===== config.mk =====
export PLATFORM = sky130hd
export DESIGN_NAME = arbiter
export DESIGN_NICKNAME = d
export VERILOG_FILES = /design/src/rtl/arbiter_pkg.sv /design/src/rtl/arbiter_starve_cnt.sv /design/src/rtl/arbiter.sv
export SDC_FILE = /design/constraint.sdc
export NUM_CORES = 1
export LEC_CHECK = 0
export CORE_AREA = 2 2 39 41
export CTS_BUF_LIST = sky130_fd_sc_hd__clkbuf_4 sky130_fd_sc_hd__clkbuf_8 sky130_fd_sc_hd__clkbuf_16
export CTS_CLUSTER_DIAMETER = 100
export DETAILED_ROUTE_END_ITERATION = 12
export DIE_AREA = 0 0 41 43
export GPL_TIMING_DRIVEN = 1
export PLACE_DENSITY = 0.4
export SKIP_CTS_REPAIR_TIMING = 1
export SLEW_MARGIN = 10
export SYNTH_ARGS = -nofsm -noshare
export SYNTH_HDL_FRONTEND = slang
export SYNTH_SLANG_ARGS = --single-unit

===== constraint.sdc =====
create_clock -name clock -period 2.6 [get_ports clock]
set_input_delay 0.39 -clock clock [delete_from_list [all_inputs] [get_ports clock]]
set_output_delay 0.39 -clock clock [all_outputs]
set_load 0.02 [all_outputs]

===== src/rtl/arbiter_pkg.sv =====
// Shared types and defaults for the two-requester grant arbiter.
// State encoding is fixed so grant decode and debug views agree across tools.
package arbiter_pkg;

    typedef enum logic [1:0] {
        IDLE       = 2'd0,
        GRANT_PRI  = 2'd1,
        GRANT_NORM = 2'd2,
        FORCE_NORM = 2'd3
    } arb_state_t;

    // Consecutive priority grants tolerated while normal waits; 0 disables the guard.
    localparam int unsigned STARVE_LIMIT_DEF = 4;

    function automatic int unsigned starve_cnt_width(input int unsigned limit);
        int unsigned w;
        w = (limit == 0) ? 1 : $clog2(limit + 1);
        return (w < 1) ? 1 : w;
    endfunction

endpackage


===== src/rtl/arbiter_starve_cnt.sv =====
// Saturating up-counter with synchronous clear/enable and a terminal-count flag.
// Latency: flag reflects the registered count, valid the cycle after the update edge.
// Backpressure: none; clear wins over enable, count holds at all-ones instead of wrapping.
module arbiter_starve_cnt #(
    parameter int unsigned W    = 3,
    parameter logic [W-1:0] TERM = '0
) (
    input  logic clock,
    input  logic reset,
    input  logic clr,
    input  logic en,
    output logic term
);

    localparam logic [W-1:0] CNT_MAX = '1;

    logic [W-1:0] cnt;

    always_ff @(posedge clock) begin
        if (!reset) begin
            cnt <= '0;
        end else if (clr) begin
            cnt <= '0;
        end else if (en && (cnt != CNT_MAX)) begin
            cnt <= cnt + 1'b1;
        end
    end

    assign term = (cnt == TERM);

endmodule


===== src/rtl/arbiter.sv =====
// Two-requester fixed-priority arbiter with a starvation guard for the normal client.
// Latency: one edge from sampled request to registered grant; dropped requests lose grant next edge.
// Backpressure: level requests held by clients; priority wins unless normal has waited STARVE_LIMIT grants.
module arbiter
    import arbiter_pkg::*;
#(
    parameter int unsigned STARVE_LIMIT = STARVE_LIMIT_DEF
) (
    input  logic clock,
    input  logic reset,
    input  logic in_priority,
    input  logic in_normal,
    output logic out_priority,
    output logic out_normal
);

    localparam int unsigned    CNT_W    = starve_cnt_width(STARVE_LIMIT);
    localparam bit             GUARD_EN = (STARVE_LIMIT > 0);
    localparam logic [CNT_W-1:0] TERM   = GUARD_EN ? CNT_W'(STARVE_LIMIT - 1) : '0;

    arb_state_t state;
    arb_state_t next_state;
    logic       cnt_term;
    logic       cnt_clr;
    logic       cnt_en;

    always_ff @(posedge clock) begin
        if (!reset) begin
            state <= IDLE;
        end else begin
            state <= next_state;
        end
    end

    always_comb begin
        next_state = IDLE;
        if (GUARD_EN && (state == GRANT_PRI) && in_normal && cnt_term) begin
            next_state = FORCE_NORM;
        end else if (state == FORCE_NORM) begin
            if (in_priority) begin
                next_state = GRANT_PRI;
            end else if (in_normal) begin
                next_state = GRANT_NORM;
            end else begin
                next_state = IDLE;
            end
        end else if (in_priority) begin
            next_state = GRANT_PRI;
        end else if (in_normal) begin
            next_state = GRANT_NORM;
        end else begin
            next_state = IDLE;
        end
    end

    // Count only priority grants that happen while normal is waiting; any break in that streak restarts it.
    assign cnt_en  = (state == GRANT_PRI) && in_normal;
    assign cnt_clr = !in_normal || (state != GRANT_PRI) || (next_state != GRANT_PRI);

    arbiter_starve_cnt #(
        .W    (CNT_W),
        .TERM (TERM)
    ) u_starve_cnt (
        .clock (clock),
        .reset (reset),
        .clr   (cnt_clr),
        .en    (cnt_en),
        .term  (cnt_term)
    );

    assign out_priority = (state == GRANT_PRI);
    assign out_normal   = (state == GRANT_NORM) || (state == FORCE_NORM);

endmodule


==> results.md, run 1 <==
* Status: finished clean
* Max-Slew Margin vs Limit at about 86%
* Synth Area in Simple Gates at between 20% and 30%
* First-pass GRT wire length at between 600 and 700 µm
* Total gr overflow at 0
* Xor/xnor share of the synthesized area at 3.52%
* Die Span X at just over 40 µm
* Setup crit end kind: output pin
* CTS Buf Count at 3
* Antenna violations before repair at 0
* ANT nets after route at 0
* Slowest cell on the critical path: clkdlybuf4s50_1
* Setup TNS at 0 ns
* Final setup skew at between 0.004 and 0.005 ns
* Fin. max-slew vios at 0
* Vias in the first global route at 184
* Top-count cell post-synth: dfxtp_1
* Fillers at 150
* Routed via count at just under 200
* CP arrival at ~1.3 ns
* Mux cell area share after synthesis at under 10%
* Hold Worst Slack at 0.517 ns
* Ant diodes at 0
* Synth Instances at 25
* CP Data Required Time at between 2 and 2.5 ns
* DRT iter0 DRCs at 1
* Worst path cell trace: nor2b_4, clkdlybuf4s50_1
* Worst reg2reg startpoint: u_starve_cnt.cnt[0]
* Number of synthesized flops with an enable pin at 0
* Max stage delay on crit path at between 0.6 and 0.7 ns
* Synth area leader: dfxtp_1
* Synthesized area at around 250 µm²
* Nets at 41
* Worst min path class: register to register
* DRC viols at 0
* Seq/Total Area, Yosys at 40.2%
* Area delta synth->final at 38.7%
* Vias per inst at 4.06
* Ys async rst share at 0%
* Total track usage at 5.92%
* Sinks on Clock Net at 5
* Port bufs at 5
* Worst-Margin Slew at around 0.21 ns
* CTS tree: built
* Area of the core at about 1400 µm²
* R2R Setup Slk at about 1.3 ns
* WS Path Type: register to output pin
* RR Endpoint: u_starve_cnt.cnt[1]
* NetSw at 38.8 µW
* First-pass DRT Iterations at 2
* Placer congestion estimate at 0.552
* Yosys reg bits at 5
* Setup-failing EPs final at 0
* Main area contributors after synthesis: dfxtp_1, ha_1, nor2b_4
* Yosys warnings at 0
* Num ports at 6
* CTS clk-pin slew, worst paths at about 0.040 ns
* R2R depth at 5
* Fmax achieved at a little under 600 MHz
* Comb power frac at around a tenth
* Multi-input gate area at around 140 µm²
* Detailed Route WL at roughly 400 µm
* Row cnt at 14
* Flop pwr share at 40.4%
* Compound-Gate Fraction of Synth Area at under 10%
* Post-synth top cells: dfxtp_1, ha_1, nor2_1
* Die height at 43 µm
* Post-synth cell types at 15
* Worst-Skew Late Latency at 0.24 ns
* Syn Nets at 32
* Top-area cell type share of the netlist area at approximately two fifths
* Synthesized area per cell at around 10 µm²
* Clock share of power at between 40% and 50%
* Layout cells sized above 1 at a little over a fifth
* Hold Startpoint: u_starve_cnt.cnt[1]
* Max_cap viols at 0
* H-tree depth at 1
* Peak supply drop at approximately 140 µV
* Post-Synth Adder-Cell Area at 15.1%
* Fin crit period at about 1.7 ns
* Net Sw Frac at around a fifth
* Power Density at approximately 570 nW/µm²
* RSZ-0062 raised after global routing: no
* Cell Int Power at approximately 160 µW
* CTS Root Cell: clkbuf_4
* Hold Crit Endpoint: u_starve_cnt.cnt[1]
* Initial Util at between 10% and 20%
* Largest family of logic cells by synthesized area: simple AND/OR/NAND/NOR gates
* Tcrit/Tclk final at about two thirds
* CP max FO at 4
* Die Footprint at around 1800 µm²
* Largest net degree at the start of global routing at 5
* Final Hold Fails at 0
* CTS max path bufs at 2
* Critical Path Source Type: register
* Reg area at approximately 100 µm²
* Synth Flop Type: dfxtp_1
* Hold Path Cell Cnt at 2
* Routed wire per std cell at 8.06 µm
* LEAKAGE at around 0.00014 µW
-- layout make-up --
cell class | count | share of cell area, %
Multi-Input combinational cell | 18 | 40.9
Sequential cell | 5 | 29.0
Timing Repair Buffer | 5 | 14.5
Clock buffer | 4 | 8.70
Tap cell | 16 | 5.80
Inverter | 1 | 1.09
-- flip-flops by register name, summed over array words and instances, names as in the netlist --
name,count
u_starve_cnt.cnt,3
state,2
-- worst max-delay path: cells and delay by family, from the launching register on --
family | cells | cell delay [ns]
buffers and inverters | 1 | 0.61
flip-flops | 1 | 0.32
AND/OR/NAND/NOR | 1 | 0.14
-- worst max-delay path by stage --
stage	startpoint	end	cells past startpoint
after detailed placement	in_normal	u_starve_cnt.cnt[1]	4
after global placement	in_priority	u_starve_cnt.cnt[2]	4
after CTS	state[0]	out_priority	2
after floorplan	u_starve_cnt.cnt[0]	u_starve_cnt.cnt[1]	5
after global routing	state[1]	out_priority	2
final	state[1]	out_priority	2
-- layout by cell type, fill, tap and decap left out, types with 2 or more instances in the layout --
cell,Yosys,layout
ha_1,3,3
clkdlybuf4s50_1,0,5
dfxtp_1,5,5
nor2b_1,2,2
nor2_1,3,3
clkbuf_4,0,4
nand2_1,2,2
-- metrics by stage --
step / instances / total power (µW) / util, % / setup WS, ns / cell area, µm²
4_1_cts: 49 / 202 / 25.0 / 0.885 / 345
6_report: 49 / 197 / 25.0 / 0.902 / 345
3_5_place_dp: 45 / 101 / 22.8 / 1.12 / 315
5_1_grt: 49 / 210 / 25.0 / 0.844 / 345
3_3_place_gp: 45 / 100 / 22.8 / 1.13 / 315
2_1_floorplan: 25 / 91.3 / - / 1.33 / 249
-- cell families (layout without fill, tap and decap cells) --
family	count (synthesis)	after routing
compound gates	3	3
xor+xnor	1	1
fa+ha+maj	3	3
buf+inv	2	10
flops	5	5
mux	1	1
simple gates	10	10
-- per-layer routing --
metal / GRT usage [%] / share of wire (%)
met3: 4.71 / 11
met5: 0 / 0
met4: 4.00 / 0
met2: 7.19 / 41
met1: 6.75 / 47
-- power groups by stage --
stage / Clock (µW) / Sequential (µW) / Combinational, µW
3_3_place_gp: 0 / 80.9 / 19.5
2_1_floorplan: 0 / 80.8 / 10.5
5_1_grt: 109 / 79.5 / 21.0
4_1_cts: 103 / 79.6 / 19.7
3_5_place_dp: 0 / 81.0 / 19.6
6_report: 97.9 / 79.6 / 19.5
(Power assumes the default switching activity.)
==> run 2, diff against run 1 <==
==> constraint.sdc (replaced) <==
create_clock -name clock -period 1.65 [get_ports clock]
set_input_delay 0.2475 -clock clock [delete_from_list [all_inputs] [get_ports clock]]
set_output_delay 0.2475 -clock clock [all_outputs]
set_load 0.02 [all_outputs]
==> run 2 against run 1 <==
Utilization is the same. Clock power grew 61%. Clock-buffer cell count is the same. Register-to-register slack lost 0.95 ns. Critical path depth is the same. Sequential cell count is the same. Global-route usage grew 0.90 points. Combinational power grew 57%. Design area is the same. Largest power group unchanged. Highest routed layer unchanged.
==> results.md, run 2 (synthesized netlist as in run 1, its figures left out) <==
* Hold Path Cell Cnt at 2 (unchanged)
* Largest register by flop count: u_starve_cnt.cnt
* Area delta synth->final at 38.7% (unchanged)
* Total gr overflow at 0 (unchanged)
* Levels on crit path at 2 (unchanged)
* Slowest cell on the critical path: clkdlybuf4s50_1
* Setup-failing EPs final at 0 (unchanged)
* Critical Path Source Type: register
* RSZ-0062 raised after global routing: no
* Port bufs at 5 (unchanged)
* Top flop regs: u_starve_cnt.cnt x3, state x2
* Num ports at 6 (unchanged)
* Routed via count at 191 (-4.0%)
* Hold Crit Endpoint: u_starve_cnt.cnt[1]
* WP buf/inv at 1 (unchanged)
* Total track usage at 6.83% (+0.90 points)
* Tcrit/Tclk final at a little over nine tenths
* Row cnt at 14 (unchanged)
* Sinks on Clock Net at 5 (unchanged)
* CP arrival at 1.32 ns (about the same)
* Worst-Skew Late Latency at 0.24 ns (about the same)
* Worst path cell trace: nor2b_4, clkdlybuf4s50_1
* Fmax achieved at about 640 MHz
* Worst min path class: register to register
* Max_cap viols at 0 (unchanged)
* Most frequent cells in the layout: clkdlybuf4s50_1, dfxtp_1, clkbuf_4, nor2_1, ha_1
* Final setup skew at 0.00188 ns (-0.00230 ns)
* Nets at 41 (unchanged)
* Die Span X at 41 µm (unchanged)
* Ant diodes at 0 (unchanged)
* Peak supply drop at 249 µV (+73%)
* Design Power at 314 µW (+59%)
* H-tree depth at 1 (unchanged)
* Place WS at 0.304 ns (-0.815 ns)
* Die height at 43 µm (unchanged)
* Die Footprint at 1760 µm² (unchanged)
* Hold Startpoint: u_starve_cnt.cnt[1]
* Layout cells sized above 1 at 21.2% (unchanged)
* R2R Setup Slk at 0.32 ns (-0.95 ns)
* Max stage delay on crit path at 0.61 ns (about the same)
* Max-Slew Margin vs Limit at 86.0% (+0.23 points)
* CP max FO at 4 (unchanged)
* CTS max path bufs at 2 (unchanged)
* Fin. max-slew vios at 0 (unchanged)
* Detail Placement HPWL at 351 µm
* LEAKAGE at 0.000141 µW (unchanged)
* WS Path Type: register to output pin
* Initial Util at 18.0% (unchanged)
* Setup crit end kind: output pin
* Worst-Margin Slew at 0.210 ns (-0.00339 ns)
* Vias in the first global route at 197 (+7.1%)
* CTS tree: built
* First-pass GRT wire length at 745 µm (+13%)
* RR Endpoint: u_starve_cnt.cnt[1]
* CTS Buf Count at 3 (unchanged)
* Setup TNS at 0 ns (unchanged)
* DRC viols at 0 (unchanged)
* CP Data Required Time at 1.40 ns (-0.81 ns)
* Fin crit period at 1.57 ns
* Post-route setup slack at 0.0796 ns (-0.823 ns)
* Area of the core at 1380 µm² (unchanged)
* DRT iter0 DRCs at 4 (+3)
* Crit path max-delay family: buffers and inverters
* Largest net degree at the start of global routing at 5 (unchanged)
* Status: finished clean
* Placer congestion estimate at 0.569 (+3.2%)
* Detailed Route WL at 432 µm (+9.4%)
* Power Density at 909 nW/µm² (+59%)
* Worst reg2reg startpoint: u_starve_cnt.cnt[0]
* CTS Root Cell: clkbuf_4
* Antenna violations before repair at 0 (unchanged)
* R2R depth at 5 (unchanged)
* ANT nets after route at 0 (unchanged)
* CTS clk-pin slew, worst paths at 0.05 ns (about the same)
* Routed wire per std cell at 8.82 µm (+9.4%)
* Largest register FFs at 3 (unchanged)
* Final Hold Fails at 0 (unchanged)
* Vias per inst at 3.90 (-4.0%)
* Hold Worst Slack at 0.506 ns (-0.0115 ns)
* First-pass DRT Iterations at 2 (unchanged)
==> run 2: cell counts in the layout (fill, tap and decap cells not counted) <==
No cell type changed its count.
==> run 2: per-stage QoR <==
step	area (µm²)	cells	util (%)
2_1_floorplan	249	25	-
3_3_place_gp	315	45	22.8
3_5_place_dp	315	45	22.8
4_1_cts	345	49	25.0
5_1_grt	345	49	25.0
6_report	345	49	25.0
==> run 2: cell type report <==
type | count | area (µm²)
clock buffer | 4 | 30.0
fill | 156 | 1040
inverter | 1 | 3.75
multi-input combinational | 18 | 141
sequential | 5 | 100
tap | 16 | 20.0
timing repair buffer | 5 | 50.0
==> run 2: how the worst max path moves through the flow <==
stage	start	end	slack [ns]
2_1_floorplan	u_starve_cnt.cnt[0]	u_starve_cnt.cnt[1]	0.38
3_3_place_gp	in_priority	u_starve_cnt.cnt[2]	0.31
3_5_place_dp	u_starve_cnt.cnt[0]	u_starve_cnt.cnt[1]	0.30
4_1_cts	state[1]	out_priority	0.06
5_1_grt	state[1]	out_priority	0.03
6_report	state[0]	out_priority	0.08
==> run 2: tightest hold or removal path: stages, from the launching register on <==
cell	delay, ns
dfxtp_1	0.33
mux2i_1	0.07
nor2_1	0.08
==> run 2: power by group <==
| group | internal (µW) | total [µW] | switching [µW] | leakage [µW] |
|---|---|---|---|---|
| Clock | 108 | 158 | 49.9 | 0.0000184 |
| Combinational | 17.8 | 30.7 | 12.9 | 0.0000820 |
| Sequential | 124 | 125 | 1.56 | 0.0000407 |
==> run 2: routing by layer <==
layer,vias up,global-route usage [%],wire length [µm]
met2,6,8.44,191
met4,0,8.00,0
li1,100,-,-
met1,85,7.07,186
met3,0,3.66,54
met5,-,0,0
==> run 3, diff against run 2 <==
--- a/config.mk
+++ b/config.mk
@@ -13,7 +13,7 @@
 export GPL_TIMING_DRIVEN = 1
 export PLACE_DENSITY = 0.4
 export SKIP_CTS_REPAIR_TIMING = 1
-export SLEW_MARGIN = 10
+export SLEW_MARGIN = 15
 export SYNTH_ARGS = -nofsm -noshare
 export SYNTH_HDL_FRONTEND = slang
 export SYNTH_SLANG_ARGS = --single-unit
==> results of run 3 <==
The final DEF is identical to that of run 2; final timing and power are the same.
